===== src/rtl/dm_sized_pipe.sv =====
// RV32 sized-access data RAM (LB/LH/LW/LBU/LHU, SB/SH/SW) with fault reporting, behind a valid/ready request port.
// Response READ_LATENCY cycles after accept; a held response freezes the whole pipe and drops req_ready.
module dm_sized_pipe #(
  parameter int DEPTH        = 64,
  parameter int READ_LATENCY = 1,
  parameter int ADDR_W       = 32
) (
  input  logic              clk,
  input  logic              rst_n,
  input  logic              req_valid,
  output logic              req_ready,
  input  logic              req_write,
  input  logic [2:0]        req_funct3,
  input  logic [ADDR_W-1:0] req_addr,
  input  logic [31:0]       req_wdata,
  output logic              resp_valid,
  input  logic              resp_ready,
  output logic [31:0]       resp_rdata,
  output logic              resp_err
);
  localparam int IDX_W = $clog2(DEPTH);

  logic [31:0]             mem [DEPTH];
  logic [READ_LATENCY-1:0] st_vld;
  logic [READ_LATENCY-1:0] st_err;
  logic [31:0]             st_rdata [READ_LATENCY];

  logic             advance;
  logic             accept;
  logic             sz_byte;
  logic             sz_half;
  logic             sz_word;
  logic             ld_unsigned;
  logic             bad_code;
  logic             misaligned;
  logic             out_of_range;
  logic             err;
  logic [IDX_W-1:0] idx;
  logic [31:0]      rd_word;
  logic [7:0]       ld_byte;
  logic [15:0]      ld_half;
  logic [31:0]      ld_data;
  logic [3:0]       wr_be;
  logic [31:0]      wr_data;

  assign resp_valid = st_vld[READ_LATENCY-1];
  assign resp_err   = st_err[READ_LATENCY-1];
  assign resp_rdata = st_rdata[READ_LATENCY-1];
  assign advance    = !(resp_valid && !resp_ready);
  assign req_ready  = advance;
  assign accept     = req_valid && advance;

  always_comb begin
    sz_byte     = 1'b0;
    sz_half     = 1'b0;
    sz_word     = 1'b0;
    ld_unsigned = 1'b0;
    bad_code    = 1'b0;
    case (req_funct3)
      3'b000: sz_byte = 1'b1;
      3'b001: sz_half = 1'b1;
      3'b010: sz_word = 1'b1;
      3'b100: begin
        sz_byte     = 1'b1;
        ld_unsigned = 1'b1;
        bad_code    = req_write;
      end
      3'b101: begin
        sz_half     = 1'b1;
        ld_unsigned = 1'b1;
        bad_code    = req_write;
      end
      default: bad_code = 1'b1;
    endcase
  end

  assign misaligned   = (sz_half && req_addr[0]) || (sz_word && (req_addr[1:0] != 2'b00));
  assign out_of_range = (req_addr >> (IDX_W + 2)) != '0;
  assign err          = bad_code || misaligned || out_of_range;
  assign idx          = req_addr[IDX_W+1:2];
  assign rd_word      = mem[idx];

  always_comb begin
    ld_half = req_addr[1] ? rd_word[31:16] : rd_word[15:0];
    case (req_addr[1:0])
      2'd0:    ld_byte = rd_word[7:0];
      2'd1:    ld_byte = rd_word[15:8];
      2'd2:    ld_byte = rd_word[23:16];
      default: ld_byte = rd_word[31:24];
    endcase
    if (sz_byte)
      ld_data = ld_unsigned ? {24'h0, ld_byte} : {{24{ld_byte[7]}}, ld_byte};
    else if (sz_half)
      ld_data = ld_unsigned ? {16'h0, ld_half} : {{16{ld_half[15]}}, ld_half};
    else
      ld_data = rd_word;
  end

  // Store data is replicated across lanes so the byte enables alone pick the target bytes.
  always_comb begin
    if (sz_word) begin
      wr_be   = 4'hF;
      wr_data = req_wdata;
    end else if (sz_half) begin
      wr_be   = req_addr[1] ? 4'hC : 4'h3;
      wr_data = {2{req_wdata[15:0]}};
    end else begin
      wr_be   = 4'h1 << req_addr[1:0];
      wr_data = {4{req_wdata[7:0]}};
    end
  end

  // Array contents deliberately survive reset.
  always_ff @(posedge clk) begin
    if (accept && req_write && !err) begin
      for (int b = 0; b < 4; b++) begin
        if (wr_be[b]) mem[idx][8*b +: 8] <= wr_data[8*b +: 8];
      end
    end
  end

  always_ff @(posedge clk or negedge rst_n) begin
    if (!rst_n) begin
      st_vld <= '0;
      st_err <= '0;
      for (int i = 0; i < READ_LATENCY; i++) st_rdata[i] <= 32'h0;
    end else if (advance) begin
      st_vld[0]   <= accept;
      st_err[0]   <= accept && err;
      st_rdata[0] <= (accept && !err && !req_write) ? ld_data : 32'h0;
      for (int i = 1; i < READ_LATENCY; i++) begin
        st_vld[i]   <= st_vld[i-1];
        st_err[i]   <= st_err[i-1];
        st_rdata[i] <= st_rdata[i-1];
      end
    end
  end

endmodule


===== config.mk =====
export PLATFORM = sky130hd
export DESIGN_NAME = dm_sized_pipe
export DESIGN_NICKNAME = d
export VERILOG_FILES = /design/src/rtl/dm_sized_pipe.sv
export SDC_FILE = /design/constraint.sdc
export NUM_CORES = 2
export LEC_CHECK = 0
export CAP_MARGIN = 20
export CORE_ASPECT_RATIO = 1.1
export CORE_UTILIZATION = 50
export DETAILED_ROUTE_END_ITERATION = 8
export PLACE_DENSITY = 0.66
export SETUP_SLACK_MARGIN = 0.02
export SYNTH_ARGS = -nofsm -noshare
export SYNTH_HDL_FRONTEND = slang
export SYNTH_SLANG_ARGS = --single-unit

===== constraint.sdc =====
create_clock -name clk -period 3.4 [get_ports clk]
set_input_delay 0.68 -clock clk [delete_from_list [all_inputs] [get_ports clk]]
set_output_delay 0.68 -clock clk [all_outputs]
set_load 0.01 [all_outputs]

==> impl_metrics.tcl <==
set metrics [dict create \
    status "finished, final reports clean" \
    drv_cap 0 \
    yosysUniqueCellTypes 94 \
    vias 53600 \
    hold_viol 0 \
    final_util 0.624 \
    wl_per_cell_um 35.5 \
    finalSetupViolCount 0 \
    syn_inst 4785 \
    syn_area_um2 82300 \
    rsz0062_at_grt "false" \
    path_clk_slew_ns 0.06 \
    path_class "input pin to register" \
    place_congestion 1.00 \
    drtPass1Iterations 6 \
    power_density_nw_per_um2 541 \
    fp-row-count 155 \
    busiest_layer "met2" \
    synth.avg_cell_area_um2 17.2 \
    worstPathRequired_ns 4.14 \
    nFillCells 11700 \
    insertion_delay_ns 0.89 \
    io_pins 107 \
    ys_ff_latch 2082 \
    fin_crit_sh 0.967 \
    grt_pass1_vias 51600 \
    layout_common_cells "edfxtp_1, buf_4, mux2i_1, nor2_1, nand2_1" \
    antenna_found_initial 10 \
    met1_usage 0.462 \
    cpMaxStageDelayCell "clkdlybuf4s50_1" \
    first_iter_violations 8006 \
    drc 0 \
    grt_overflow_total 0 \
    dpl_cell_area_um2 95100 \
    wl_mm 291 \
    cts_buffer_depth 3 \
    core_area_um2 163000 \
    cts_root_buf "clkbuf_16" \
    fmax_ghz 0.304 \
    use_met3 0.103 \
    ir_worst_vdd_uv 492 \
    cts_tree "built" \
    cp_max_fo 7 \
    crit_top_cell "buf_4" \
    syn-num-nets 4857 \
    final_layout_size_suffix_gt1_frac 0.296 \
    h-tree-depth 4 \
    worstPathArrival_ns 4.03 \
    num-nets-final 5985 \
    final_common_cell "edfxtp_1" \
    synthArstFlopShare 0.0163 \
    regArea_um2 62300 \
    worstMarginPinSlew_ns 1.01 \
    cts_buffers 200 \
    detail-route-antenna-nets 0 \
    final_area_um2 102000 \
    start_kind "input pin" \
    fin_crit_ns 3.29 \
    grt_pass1_wl_mm 400 \
    drv_slew 0 \
    cts_resized 0 \
    die_area_um2 166000 \
    hold_path.class "input pin to register" \
    max_stage_delay_ns 0.72 \
    die_height_um 428 \
    ys_seq_area_frac 0.757 \
    viasPerCell 6.54 \
    clock-sinks 2082 \
    track_usage 0.350 \
    leakage_nw 35.0 \
    crit_chain "clkdlybuf4s50_1, nand2b_1, buf_4, nor2_1, nor2_1, o21ai_0, buf_4, a211oi_1, o21ai_0, nor4_1, buf_4, a211oi_1" \
    multi_input_area_um2 18300 \
    portBuffers 106 \
    slew_headroom 0.318 \
    grt_start_max_net_pins 65 \
    fin_worst_skew_ns 0.0513 \
    chipWidth_um 389 \
    ys.flop_type "edfxtp_1" \
    initial_core_util 0.505 \
    synth-edff-count 2048 \
    place_hpwl_mm 205 \
    yosysWarnings 0 \
    met2_usage 0.516 \
    worst_setup_path_end_kind "register" \
    area_growth_pct 23.5 \
]
power by group:
group / internal [mW] / switching [mW] / leakage (nW)
registers: 28.4 / 0.000970 / 18.9
logic: 1.64 / 2.85 / 13.0
clock network: 12.3 / 9.83 / 3.15
total: 42.3 / 12.7 / 35.0
cell type report:
type	count	share of cell area
Sequential cell	2082	0.613
Multi-Input combinational cell	2362	0.180
Timing Repair Buffer	1254	0.116
Clock buffer	241	0.0514
Tap cell	2119	0.0261
Clock inverter	127	0.0127
Inverter	13	0.000554
Antenna cell	4	0.0000985
per-layer routing:
| metal | vias up | share of wire |
|---|---|---|
| li1 | 21600 | - |
| met1 | 27200 | 0.36 |
| met2 | 3956 | 0.44 |
| met3 | 796 | 0.14 |
| met4 | 18 | 0.069 |
| met5 | - | 0.00079 |
kinds of logic after synthesis:
logic type | synth area share
flip-flops | 0.757
AND/OR/NAND/NOR | 0.0435
buffers and inverters | 0.0230
multiplexers | 0.0909
AO/OA/AOI/OAI | 0.0855
what timing repair did:
action	4_1_cts	5_1_grt
buffers inserted	0	0
hold buffers	1	0
hold endpoints to repair	34	0
worst paths after layout:
kind,from,depth (start not counted),end,slack [ns]
max reg2reg,mem[19][30]$_DFFE_PP_,9,resp_rdata[14]$_DFFE_PN0N_,0.37
max in group asynchronous,rst_n,2,resp_rdata[4]$_DFFE_PN0N_,2.28
min in group asynchronous,rst_n,2,resp_rdata[29]$_DFFE_PN0N_,0.49
min reg2reg,resp_rdata[22]$_DFFE_PN0N_,2,resp_rdata[22]$_DFFE_PN0N_,0.49
max,req_funct3[1],12,resp_rdata[4]$_DFFE_PN0N_,0.11
min,req_wdata[4],1,mem[50][4]$_DFFE_PP_,0.08
registers in the layout (all words and copies together), names as in the netlist:
signal      cells
mem          2048
resp_err        1
resp_rdata     32
resp_valid      1
through the flow:
step	hold slack, ns	setup TNS, ns	setup slack, ns	power, mW	instances
floorplan	0.384	0	0.142	30.7	4785
global placement	0.466	-440.84	-0.658	33.2	7829
detailed placement	0.476	-599.80	-0.669	33.3	7829
CTS	0.0504	0	0.241	54.9	8198
global route	0.0750	0	0.107	56.1	8198
finish	0.0825	0	0.112	55.0	8202
worst max-delay path: cells and delay by family:
| kind | cells | cell delay (ns) |
|---|---|---|
| AND/OR/NAND/NOR | 4 | 1.05 |
| AO/OA/AOI/OAI | 4 | 0.89 |
| buffers and inverters | 4 | 1.39 |
cell usage after synthesis (all sizes together), types with 23 or more instances:
library cell  number  area [um^2]
clkbuf           134          503
nand3             45          225
nand2            230          866
o21ai            110          551
a211oi            30          230
edfxtp          2048        61500
mux2i            339         3390
mux4              89         2000
o211ai            26          195
a221oi            95          832
a22o              38          333
nor2             335         1260
buf              194         1340
dfrtp             34          851
a22oi            177         1330
o2bb2ai           23          201
mux2             185         2090
o22ai            132          826
a221o             64          641
a21oi            114          571
nor3              23          130
Note: power is estimated with default switching activity, not from simulation.
==> variant (same settings) <==
Set the parameter `READ_LATENCY` to 2 (it was 1).
--- a/src/rtl/dm_sized_pipe.sv
+++ b/src/rtl/dm_sized_pipe.sv
@@ -2,7 +2,7 @@
 // Response READ_LATENCY cycles after accept; a held response freezes the whole pipe and drops req_ready.
 module dm_sized_pipe #(
   parameter int DEPTH        = 64,
-  parameter int READ_LATENCY = 1,
+  parameter int READ_LATENCY = 2,
   parameter int ADDR_W       = 32
 ) (
   input  logic              clk,
Function: not settled (the Yosys comparison gave no result); the edit may change what the design does.
==> variant against the original RTL <==
- synthesized area rose by 0.29%
- wire length fell by 0.95%
- fmax fell by 2.2%
- largest power group unchanged
- sequential cell count rose by 34
- total power rose by 1.3%
- cell area barely moved
- core utilization fell by 0.51 points
- register-to-register slack got worse by 210 ps
- worst setup slack got worse by 73 ps
==> variant: results <==
[status]
status = completed

[yosys]
ys_top_cells_by_count = 2048 x edfxtp_1, 334 x nor2_1, 325 x nand2_1
share_of_synthesized_flip_flops_with_an_asynchronous_set_or_reset_pct = 3.21
netlist-cell-type-count = 90
synthCells = 4931

[pwr]
power.leakage_nw = 34.7
power_density_nw_per_um2 = 549

[placement]
post-place-cells = 7956
dpl_cell_area_um2 = 94900
pre_cts_ws_ps = -898
hpwl_um = 203000

[worst_setup_path]
ff_to_ff_end = st_rdata[32]$_DFFE_PN0N_
worst_setup_path_startpoint = req_addr[4]
worstPathArrival_ps = 4130
timing.critical_path.fanout_max = 16
critical_path.slowest_cell = nor4_2
rr_startpoint = mem[7][16]$_DFFE_PP_

[route]
wire_per_inst_um = 34.6
route.vias.total = 54200
detailedRoute.firstIterationViolations = 8238
finalWirelength_um = 289000

[global_route]
grt_antenna_before_repair = 8
first_global_vias = 52000
pin_count_of_the_biggest_net_entering_global_routing = 69
global_route.usage.total_pct = 34.3

[cts]
tritoncts.num_buffers = 198

[min_path]
worstHoldEndpoint = mem[40][4]$_DFFE_PP_

[layout]
final.fill_count = 11700
==> variant: cell types whose count changed after synthesis, sizes merged, moves of 29 or more <==
cell   delta
a22o     +29
buf      +33
a22oi   +106
nand2    +95
dfrtp    +34
a221o    -30
a31oi    +45
mux4     -34
mux2     -56
mux2i   -134
==> variant: per-layer routing <==
| metal | vias up | track usage [%] | wire length [um] |
|---|---|---|---|
| met5 | - | 0 | 47 |
| met4 | 6 | 20.7 | 20100 |
| met3 | 805 | 8.08 | 34400 |
| met2 | 3951 | 51.8 | 130000 |
| met1 | 27600 | 45.4 | 104000 |
| li1 | 21900 | - | - |
==> variant: final cells by class <==
class	instances	area share (%)
antenna	12	0.0296
timing repair buffer	1197	11.2
inverter	13	0.0517
clock inverter	123	1.49
multi-input combinational	2419	17.2
sequential	2116	62.2
tap	2212	2.72
clock buffer	243	5.05
==> variant: report_power, final <==
group	switching [mW]	internal, mW
combinational	2.68	1.51
sequential	0.00334	28.8
clock	9.94	12.8
total	12.6	43.1
